--- src/rtl/delay_prog_ctrl_pkg.sv ---
// Shared types and defaults for the PCM delay-line programming controller.
//   state_e : controller FSM states (also exported on the debug state output)
//   src_e   : requester identity; its encoding is also the bit index used in the
//             arbiter request/grant vectors (bit 0 = host, bit 1 = calibration)
package delay_ctrl_pkg;

  localparam int D_DEPTH_DEF = 3;  // delay value width (taps 0..2**D_DEPTH-1)
  localparam int SETTLE_DEF  = 8;  // mute cycles after a new tap takes effect

  typedef enum logic [1:0] {
    IDLE  = 2'd0,
    PROG  = 2'd1,
    FLUSH = 2'd2,
    DONE  = 2'd3
  } state_e;

  typedef enum logic {
    SRC_HOST = 1'b0,
    SRC_CAL  = 1'b1
  } src_e;

endpackage

--- src/rtl/delay_prog_ctrl_if.sv ---
// Bundle between the requesters (host register path, auto-calibration) and the
// delay-line programming controller, plus the delay-line side outputs.
//
// Handshake: a requester raises x_req with x_delay stable and holds both until
// it sees the one-cycle x_ack pulse; it must drop x_req at the clock edge that
// ends the ack cycle. A request still high after that edge is a new request.
//
//   master : requester / environment side (drives h_req/h_delay/c_req/c_delay)
//   slave  : controller side (drives acks, delay-line strobe/value, mute, status)
interface delay_prog_ctrl_if
  import delay_ctrl_pkg::*;
#(
  parameter int D_DEPTH = D_DEPTH_DEF
);
  logic               h_req;
  logic [D_DEPTH-1:0] h_delay;
  logic               h_ack;
  logic               c_req;
  logic [D_DEPTH-1:0] c_delay;
  logic               c_ack;
  logic               prog_ctl_;   // active-low program strobe
  logic [D_DEPTH-1:0] prog_delay;
  logic               mute;
  logic               busy;
  logic [D_DEPTH-1:0] cur_delay;
  state_e             dbg_state;   // controller FSM state, for observation only

  modport master (
    output h_req, h_delay, c_req, c_delay,
    input  h_ack, c_ack, prog_ctl_, prog_delay, mute, busy, cur_delay, dbg_state
  );

  modport slave (
    input  h_req, h_delay, c_req, c_delay,
    output h_ack, c_ack, prog_ctl_, prog_delay, mute, busy, cur_delay, dbg_state
  );
endinterface

--- src/rtl/delay_prog_ctrl_rr_arb2.sv ---
// Two-way round-robin arbiter, purely combinational.
//   req[1:0]  in  request vector, bit index = src_e encoding
//   last_gnt  in  source granted most recently (register lives in the parent)
//   gnt[1:0]  out one-hot grant, zero when nothing is requested
// A lone request always wins; on a tie the source that did not win last time wins.
module rr_arb2
  import delay_ctrl_pkg::*;
(
  input  logic [1:0] req,
  input  src_e       last_gnt,
  output logic [1:0] gnt
);

  always_comb begin
    gnt = req;
    if (req == 2'b11) begin
      gnt = (last_gnt == SRC_CAL) ? 2'b01 : 2'b10;
    end
  end

endmodule

--- src/rtl/delay_prog_ctrl.sv ---
// PCM delay-line programming controller.
// Arbitrates host and calibration requests, strobes the new tap into the delay
// line, mutes downstream audio while the tap settles, then acknowledges the
// requester once the new delay is in effect.
//   clk, rst : single clock, synchronous active-high reset
//   bus      : delay_prog_ctrl_if.slave (requests/acks, prog_ctl_/prog_delay,
//              mute, busy, cur_delay, dbg_state); all outputs are registered
// Parameters: D_DEPTH delay width, SETTLE mute cycles (must be >= 1).
module delay_prog_ctrl
  import delay_ctrl_pkg::*;
#(
  parameter int D_DEPTH = D_DEPTH_DEF,
  parameter int SETTLE  = SETTLE_DEF
)(
  input  logic               clk,
  input  logic               rst,
  delay_prog_ctrl_if.slave   bus
);

  localparam int CW = $clog2(SETTLE + 1);

  state_e             state_q,      state_d;
  src_e               sel_src_q,    sel_src_d;
  src_e               last_gnt_q,   last_gnt_d;
  logic [D_DEPTH-1:0] sel_delay_q,  sel_delay_d;
  logic [CW-1:0]      cnt_q,        cnt_d;
  logic               prog_ctl_n_q, prog_ctl_n_d;
  logic [D_DEPTH-1:0] prog_delay_q, prog_delay_d;
  logic               mute_q,       mute_d;
  logic               h_ack_q,      h_ack_d;
  logic               c_ack_q,      c_ack_d;
  logic               busy_q,       busy_d;
  logic [D_DEPTH-1:0] cur_delay_q,  cur_delay_d;

  logic [1:0]         gnt;
  src_e               win_src;
  logic [D_DEPTH-1:0] win_delay;

  rr_arb2 u_arb (
    .req      ({bus.c_req, bus.h_req}),
    .last_gnt (last_gnt_q),
    .gnt      (gnt)
  );

  assign win_src   = gnt[SRC_CAL] ? SRC_CAL : SRC_HOST;
  assign win_delay = gnt[SRC_CAL] ? bus.c_delay : bus.h_delay;

  always_comb begin
    state_d      = state_q;
    sel_src_d    = sel_src_q;
    last_gnt_d   = last_gnt_q;
    sel_delay_d  = sel_delay_q;
    cnt_d        = cnt_q;
    prog_ctl_n_d = prog_ctl_n_q;
    prog_delay_d = prog_delay_q;
    mute_d       = mute_q;
    busy_d       = busy_q;
    cur_delay_d  = cur_delay_q;
    h_ack_d      = 1'b0;
    c_ack_d      = 1'b0;

    case (state_q)
      IDLE: begin
        if (|gnt) begin
          sel_src_d   = win_src;
          sel_delay_d = win_delay;
          busy_d      = 1'b1;
          if (win_delay == cur_delay_q) begin
            // Tap already in place: acknowledge without touching the line.
            state_d = DONE;
            h_ack_d = (win_src == SRC_HOST);
            c_ack_d = (win_src == SRC_CAL);
          end else begin
            // Strobe and value are registered, so they are loaded on the edge
            // entering PROG and are visible for exactly the PROG cycle.
            state_d      = PROG;
            prog_ctl_n_d = 1'b0;
            prog_delay_d = win_delay;
          end
        end
      end
      PROG: begin
        // The line captures prog_delay on this edge, so the new tap is current now.
        state_d      = FLUSH;
        prog_ctl_n_d = 1'b1;
        cur_delay_d  = sel_delay_q;
        cnt_d        = CW'(SETTLE - 1);
        mute_d       = 1'b1;
      end
      FLUSH: begin
        if (cnt_q == '0) begin
          state_d = DONE;
          mute_d  = 1'b0;
          h_ack_d = (sel_src_q == SRC_HOST);
          c_ack_d = (sel_src_q == SRC_CAL);
        end else begin
          cnt_d = cnt_q - 1'b1;
        end
      end
      DONE: begin
        state_d    = IDLE;
        busy_d     = 1'b0;
        last_gnt_d = sel_src_q;
      end
      default: state_d = IDLE;
    endcase
  end

  always_ff @(posedge clk) begin
    if (rst) begin
      state_q      <= IDLE;
      sel_src_q    <= SRC_HOST;
      last_gnt_q   <= SRC_CAL;   // host wins the first tie
      sel_delay_q  <= '0;
      cnt_q        <= '0;
      prog_ctl_n_q <= 1'b1;
      prog_delay_q <= '0;
      mute_q       <= 1'b0;
      h_ack_q      <= 1'b0;
      c_ack_q      <= 1'b0;
      busy_q       <= 1'b0;
      cur_delay_q  <= '0;
    end else begin
      state_q      <= state_d;
      sel_src_q    <= sel_src_d;
      last_gnt_q   <= last_gnt_d;
      sel_delay_q  <= sel_delay_d;
      cnt_q        <= cnt_d;
      prog_ctl_n_q <= prog_ctl_n_d;
      prog_delay_q <= prog_delay_d;
      mute_q       <= mute_d;
      h_ack_q      <= h_ack_d;
      c_ack_q      <= c_ack_d;
      busy_q       <= busy_d;
      cur_delay_q  <= cur_delay_d;
    end
  end

  assign bus.h_ack      = h_ack_q;
  assign bus.c_ack      = c_ack_q;
  assign bus.prog_ctl_  = prog_ctl_n_q;
  assign bus.prog_delay = prog_delay_q;
  assign bus.mute       = mute_q;
  assign bus.busy       = busy_q;
  assign bus.cur_delay  = cur_delay_q;
  assign bus.dbg_state  = state_q;

endmodule

--- src/flat_wrapper.sv ---
// flat-port wrapper written by rule: the top's interface ports become plain ports
module delay_prog_ctrl_flat import delay_ctrl_pkg::*;
#(
  parameter int D_DEPTH = D_DEPTH_DEF,
  parameter int SETTLE  = SETTLE_DEF
)
  (clk, rst, bus_h_req, bus_h_delay, bus_c_req, bus_c_delay, bus_h_ack, bus_c_ack, bus_prog_ctl_, bus_prog_delay, bus_mute, bus_busy, bus_cur_delay, bus_dbg_state);
  delay_prog_ctrl_if #(.D_DEPTH(D_DEPTH)) bus_i ();
  input  logic clk;
  input  logic rst;
  input wire logic [$bits(bus_i.h_req)-1:0] bus_h_req;
  input wire logic [$bits(bus_i.h_delay)-1:0] bus_h_delay;
  input wire logic [$bits(bus_i.c_req)-1:0] bus_c_req;
  input wire logic [$bits(bus_i.c_delay)-1:0] bus_c_delay;
  output wire logic [$bits(bus_i.h_ack)-1:0] bus_h_ack;
  output wire logic [$bits(bus_i.c_ack)-1:0] bus_c_ack;
  output wire logic [$bits(bus_i.prog_ctl_)-1:0] bus_prog_ctl_;
  output wire logic [$bits(bus_i.prog_delay)-1:0] bus_prog_delay;
  output wire logic [$bits(bus_i.mute)-1:0] bus_mute;
  output wire logic [$bits(bus_i.busy)-1:0] bus_busy;
  output wire logic [$bits(bus_i.cur_delay)-1:0] bus_cur_delay;
  output wire logic [$bits(bus_i.dbg_state)-1:0] bus_dbg_state;
  assign bus_i.h_req = bus_h_req;
  assign bus_i.h_delay = bus_h_delay;
  assign bus_i.c_req = bus_c_req;
  assign bus_i.c_delay = bus_c_delay;
  assign bus_h_ack = bus_i.h_ack;
  assign bus_c_ack = bus_i.c_ack;
  assign bus_prog_ctl_ = bus_i.prog_ctl_;
  assign bus_prog_delay = bus_i.prog_delay;
  assign bus_mute = bus_i.mute;
  assign bus_busy = bus_i.busy;
  assign bus_cur_delay = bus_i.cur_delay;
  assign bus_dbg_state = bus_i.dbg_state;
  delay_prog_ctrl #(.D_DEPTH(D_DEPTH), .SETTLE(SETTLE)) u_core (.clk(clk), .rst(rst), .bus(bus_i));
endmodule
--- config.mk ---
export PLATFORM = sky130hd
export DESIGN_NAME = delay_prog_ctrl_flat
export DESIGN_NICKNAME = d
export VERILOG_FILES = /design/src/rtl/delay_prog_ctrl_pkg.sv /design/src/rtl/delay_prog_ctrl_if.sv /design/src/rtl/delay_prog_ctrl_rr_arb2.sv /design/src/rtl/delay_prog_ctrl.sv /design/src/flat_wrapper.sv
export SDC_FILE = /design/constraint.sdc
export NUM_CORES = 1
export LEC_CHECK = 0
export BUFFER_PORTS_ARGS = -buffer_cell sky130_fd_sc_hd__clkbuf_2
export CORE_ASPECT_RATIO = 1.25
export CORE_UTILIZATION = 45
export DETAILED_ROUTE_END_ITERATION = 12
export PLACE_DENSITY = 0.64
export SYNTH_ARGS = -nofsm -noshare
export SYNTH_HDL_FRONTEND = slang
export SYNTH_SLANG_ARGS = --single-unit
--- constraint.sdc ---
create_clock -name clk -period 2.3 [get_ports clk]
set_clock_uncertainty 0.15 [all_clocks]
set_input_delay 0.575 -clock clk [delete_from_list [all_inputs] [get_ports clk]]
set_output_delay 0.575 -clock clk [all_outputs]
set_load 0.05 [all_outputs]
==> out/results.tsv, run 1 <==
metric	value	unit
die_area	0.002690	sq mm
crit_fanout	5	
hpwl	1.699	mm
yosys.area_share.adder	5.593	%
cp_num_buf_inv	1	
r2r_end	u_core.bus.prog_delay[1]	
hp-class	reg2reg	
grt_max_degree	22	
hold_buffers	0	
ys_ff_latch	22	
synth_edf_count	0	
r2r_cells	5	
r2r_slack	0.31	ns
crit_required	2.36	ns
drt-total-wl	2.256	mm
slew_violations	0	
hold-path-endpoint	u_core.bus.busy	
whs_path_depth	2	
htreeDepth	1	
async_reset_ff_share	0	%
worst_slack	0.2836	ns
num_vias	937	
drive_gt1_share	30.46	%
synth_top_family_by_area	simple AND/OR/NAND/NOR gates	
synthSimpleGateAreaFrac	18.57	%
crit_arrival	2.08	ns
numCtsBuffers	3	
grt_overflow	0	
grt_pass1_wl	3.801	mm
synth_compound_area_share	17.11	%
cts_setup_buffers	0	
clkSinkCount	22	
clk_pin_slew	0.13	ns
cts.repair.resized	0	
yosys_most_used_dff	dfxtp_1	
synth.top_cell.area_share	39.37	%
drtPass1Iterations	4	
final_antenna_net_count	0	
slowest_delay	0.35	ns
worst_hold_startpoint	u_core.bus.busy	
ioPinCount	23	
outcome	finished clean	
max_cap_viol_count	0	
drc	0	
setup_viol	0	
synthesis.nets	136	
p_leak	0.0005975	uW
max_freq	0.4959	GHz
muxShareOfSynthArea	11.30	%
core-area	0.002282	sq mm
tightestPinTransition	0.4502	ns
n_antenna_cell	0	
layout.nets	167	
r2r-start	u_core.last_gnt_q	
antenna_found_initial	0	
clk_latency	0.32	ns
period_needed	2.016	ns
syn2layout_area_growth	22.37	%
end_kind	register	
fp.dieH	57.74	microns
syn_area_per_cell	9.244	sq um
ys_top_cells_by_count	22 x dfxtp_1, 22 x nor2_1, 8 x a21oi_1, 6 x inv_1, 6 x nor2b_1	
port_buffers	22	
synth_area_leader_cell	dfxtp_1	
start_util	49.01	%
relSlewSlack	69.93	%
placementRows	19	
clockRootBuffer	clkbuf_4	
criticalPathCategory	in2reg	
cp_slowest_cell	mux2i_2	
crit_chain	clkbuf_2 > a21boi_4 > mux2i_2 > xor2_2 > a31oi_4 > mux2_4	
critPathLaunchType	input pin	
die_width	46.60	microns
synth.cell_area	0.001119	sq mm
fin_hold_ws	0.3531	ns
netlist_instances	121	
viasPerCell	5.148	
timing.final.hold_violations	0	
grt_pass1_vias	879	
power.density	1289	mW/mm^2
cts.path.max_buffers	2	
crit_family	multiplexers	
place_ws	-0.04799	ns
synthTopCellsByArea	dfxtp_1 39%, nor2_1 7.4%, ha_1 5.6%, xor2_2 4.4%, mux2_4 4.0%	
synth-seq-area-share	39.37	%
wl_per_cell	12.40	microns
fin_crit_sh	87.67	%
ys_warn_count	0	
vdd_ir_drop_max	804.5	uV
rsz0062_at_grt	no	
drtIter0Drc	13	
synthXorXnorAreaFrac	4.362	%
synth_cell_types	32	
gr-usage-all-layers	19.60	%
globalplace.congestion	0.8013	
cts_tree	built	
power by group:
group          internal (uW)  switching (uW)
Sequential               500             103
Clock                    176             122
Combinational            310             553
Total                    986             778
how the worst max path moves through the flow:
stage,from,to,slack [ns],cells after the start
final,bus_h_req,u_core.bus.prog_delay[1],0.28,6
after floorplan,bus_c_req,u_core.bus.prog_delay[0],0.16,5
after detailed placement,bus_h_req,u_core.bus.prog_delay[0],-0.05,6
after CTS,bus_h_req,u_core.bus.prog_delay[1],0.28,6
after global placement,bus_h_req,u_core.bus.prog_delay[2],-0.02,6
after global routing,u_core.last_gnt_q,u_core.bus.prog_delay[0],0.22,5
flip-flops by register name, summed over array words and instances, names as in the netlist:
signal / flops
u_core.bus.mute: 1
u_core.cnt_q: 4
u_core.bus.prog_ctl_: 1
u_core.bus.h_ack: 1
u_core.sel_src_q: 1
u_core.last_gnt_q: 1
u_core.bus.c_ack: 1
u_core.bus.busy: 1
u_core.bus.cur_delay: 3
u_core.bus.prog_delay: 3
u_core.bus.dbg_state: 2
u_core.sel_delay_q: 3
area by class of cell:
type                    instances  area [sq um]
fillers                       214         913.4
multi-input cells              88         636.9
clock buffers                   3         22.52
inverters                       6         22.52
clock inverters                 1         30.03
well taps                      31         38.79
flip-flops and latches         22         440.4
repair buffers                 31         177.7
tightest hold or removal path, stage by stage, from the launching register on:
cell and delay (ns):
dfxtp_1 0.34, nand3_1 0.07, a21oi_1 0.06
through the flow:
stage | instance area, sq um | cells | total power, uW | setup TNS [ns] | utilization (%)
finish | 1369 | 182 | 1764 | 0 | 59.98
global route | 1369 | 182 | 1894 | 0 | 59.98
CTS | 1369 | 182 | 1773 | 0 | 59.98
detailed placement | 1316 | 178 | 1475 | -0.1413 | 57.68
global placement | 1316 | 178 | 1455 | -0.05160 | 57.68
floorplan | 1119 | 121 | 1263 | 0 | -
kinds of logic (layout without fill, tap and decap cells):
logic type,after synthesis,count (layout)
simple gates,45,45
compound gates,25,25
flops,22,22
buf+inv,11,41
mux,10,10
fa+ha+maj,5,5
xor+xnor,3,3
per-layer routing:
metal | global-route usage [%] | share of wire [%] | wire length, microns
met1 | 27.11 | 48 | 1086
met5 | 0 | 0 | 0
met2 | 27.18 | 45 | 1011
met3 | 4.361 | 3.9 | 89
met4 | 11.76 | 3.1 | 69
layout by cell type, fill, tap and decap left out, drive strengths merged, types with 4 or more instances in the layout:
cell | netlist | layout
nor2 | 22 | 22
nand2 | 5 | 5
mux2i | 7 | 7
dfxtp | 22 | 22
a21oi | 8 | 8
inv | 6 | 6
buf | 1 | 9
nor2b | 6 | 6
clkbuf | 4 | 25
ha | 5 | 5
a211oi | 4 | 4
nor3 | 4 | 4
(Power assumes the default switching activity.)
==> run 2: changes to the inputs <==
--- a/config.mk
+++ b/config.mk
@@ -9,6 +9,7 @@
 export CORE_ASPECT_RATIO = 1.25
 export CORE_UTILIZATION = 45
 export DETAILED_ROUTE_END_ITERATION = 12
+export MAX_ROUTING_LAYER = met4
 export PLACE_DENSITY = 0.64
 export SYNTH_ARGS = -nofsm -noshare
 export SYNTH_HDL_FRONTEND = slang
==> constraint.sdc (replaced) <==
create_clock -name clk -period 2.35 [get_ports clk]
set_clock_uncertainty 0.15 [all_clocks]
set_input_delay 0.5875 -clock clk [delete_from_list [all_inputs] [get_ports clk]]
set_output_delay 0.5875 -clock clk [all_outputs]
set_load 0.05 [all_outputs]
==> out/results.tsv, run 2 (synthesized netlist as in run 1, its figures left out) <==
metric	value	unit	change
outcome	finished clean		
timing.final.hold_violations	0		unchanged
grt_max_degree	22		unchanged
criticalPathCategory	in2reg		
finalSetupTns	0	ns	unchanged
syn2layout_area_growth	18.90	%	
viasPerCell	5.128		-0.39%
r2r_slack	0.39	ns	+0.08 ns
crit_family	multiplexers		
period_needed	2.028	ns	
cp_num_buf_inv	1		unchanged
largest_reg_flops	4		unchanged
grt_pass1_wl	3.988	mm	+4.9%
hpwl	1.752	mm	+3.2%
die_width	46.60	microns	unchanged
numCtsBuffers	3		unchanged
htreeDepth	1		unchanged
max_cap_viol_count	0		unchanged
slew_violations	0		unchanged
cts_setup_buffers	0		unchanged
crit_fanout	5		unchanged
finalNonFillerCells	179		-1.6%
relSlewSlack	68.54	%	-1.4 points
slowest_delay	0.33	ns	-0.02 ns
start_util	49.01	%	unchanged
critPathLaunchType	input pin		
crit_chain	clkbuf_2 > a21boi_4 > mux2i_2 > xor2_2 > a31oi_4 > mux2_4		
ioPinCount	23		unchanged
hold_buffers	0		unchanged
place_inst	175		-1.7%
clkSinkCount	22		unchanged
cts.path.max_buffers	2		unchanged
final_antenna_net_count	0		unchanged
fin_crit_sh	86.30	%	
port_buffers	22		unchanged
clk_pin_slew	0.12	ns	about the same
n_antenna_cell	0		unchanged
crit_required	2.42	ns	+0.06 ns
grt_pass1_vias	915		+4.1%
rsz0062_at_grt	no		
drc	0		unchanged
hp-class	reg2reg		
layout.nets	164		-1.8%
cp_slowest_cell	xor2_2		
placementRows	19		unchanged
p_leak	0.0005762	uW	-3.6%
end_kind	register		
core-area	0.002282	sq mm	unchanged
setup_viol	0		unchanged
utilization	58.28	%	-1.7 points
power.total	1636	uW	-7.3%
regMostFlops	u_core.cnt_q		
cts_tree	built		
clk_latency	0.31	ns	about the same
crit_arrival	2.10	ns	+0.02 ns
final_cell_mix	22 x nor2_1, 22 x clkbuf_2, 22 x dfxtp_1		
fin_hold_ws	0.3651	ns	+0.01195 ns
drive_gt1_share	29.05	%	-1.4 points
globalplace.congestion	0.8210		+2.5%
tightestPinTransition	0.4710	ns	+0.02077 ns
antenna_found_initial	0		unchanged
max_freq	0.4931	GHz	
gr-usage-all-layers	21.31	%	+1.7 points
cts.repair.resized	0		unchanged
drtIter0Drc	26		+13
drt-total-wl	2.273	mm	+0.75%
fp.dieH	57.74	microns	unchanged
power.density	1230	mW/mm^2	-4.6%
num_vias	918		-2.0%
clockRootBuffer	clkbuf_4		
wl_per_cell	12.70	microns	+2.4%
drtPass1Iterations	4		unchanged
vdd_ir_drop_max	626.4	uV	-22%
die_area	0.002690	sq mm	unchanged
grt_overflow	0		unchanged
==> run 2: final cells by class <==
type	instances	area [sq um]
Inverter	6	22.52
Tap cell	31	38.79
Sequential cell	22	440.4
Multi-Input combinational cell	88	636.9
Timing Repair Buffer	28	155.1
Clock buffer	4	36.28
Fill cell	219	952.2
==> run 2: path summary, 6_finish.rpt <==
path	start	to	cells after the start
worst max-delay path	bus_c_req	u_core.bus.prog_delay[0]	6
worst min-delay path	u_core.sel_delay_q[2]	u_core.sel_delay_q[2]	2
worst max register to register	u_core.last_gnt_q	u_core.bus.prog_delay[0]	5
worst min register to register	u_core.sel_delay_q[2]	u_core.sel_delay_q[2]	2
==> run 2: through the flow <==
stage | worst slack (ns) | area [sq um]
CTS | 0.3203 | 1330
floorplan | 0.1929 | 1119
finish | 0.3219 | 1330
global route | 0.2217 | 1330
global placement | 0.04261 | 1294
detailed placement | -0.02656 | 1294
==> run 2: report_power, final <==
| part | switching, uW | internal [uW] |
|---|---|---|
| registers | 101 | 489 |
| logic | 537 | 295 |
| clock network | 119 | 94.8 |
==> run 2: worst reg2reg max path: stages, from the launching register on <==
cell,delay [ns]
dfxtp_1,0.35
a21boi_4,0.24
mux2i_2,0.32
xor2_2,0.33
a31oi_4,0.17
mux2_4,0.32
==> run 2: layer usage <==
| layer | wire, microns | GRT usage, % | part of all wire (%) | vias up |
|---|---|---|---|---|
| li1 | - | - | - | 472 |
| met1 | 1121 | 27.90 | 49 | 421 |
| met2 | 1026 | 31.15 | 45 | 20 |
| met3 | 74 | 3.738 | 3.3 | 5 |
| met4 | 51 | 10.08 | 2.2 | 0 |
| met5 | 0 | - | 0 | - |
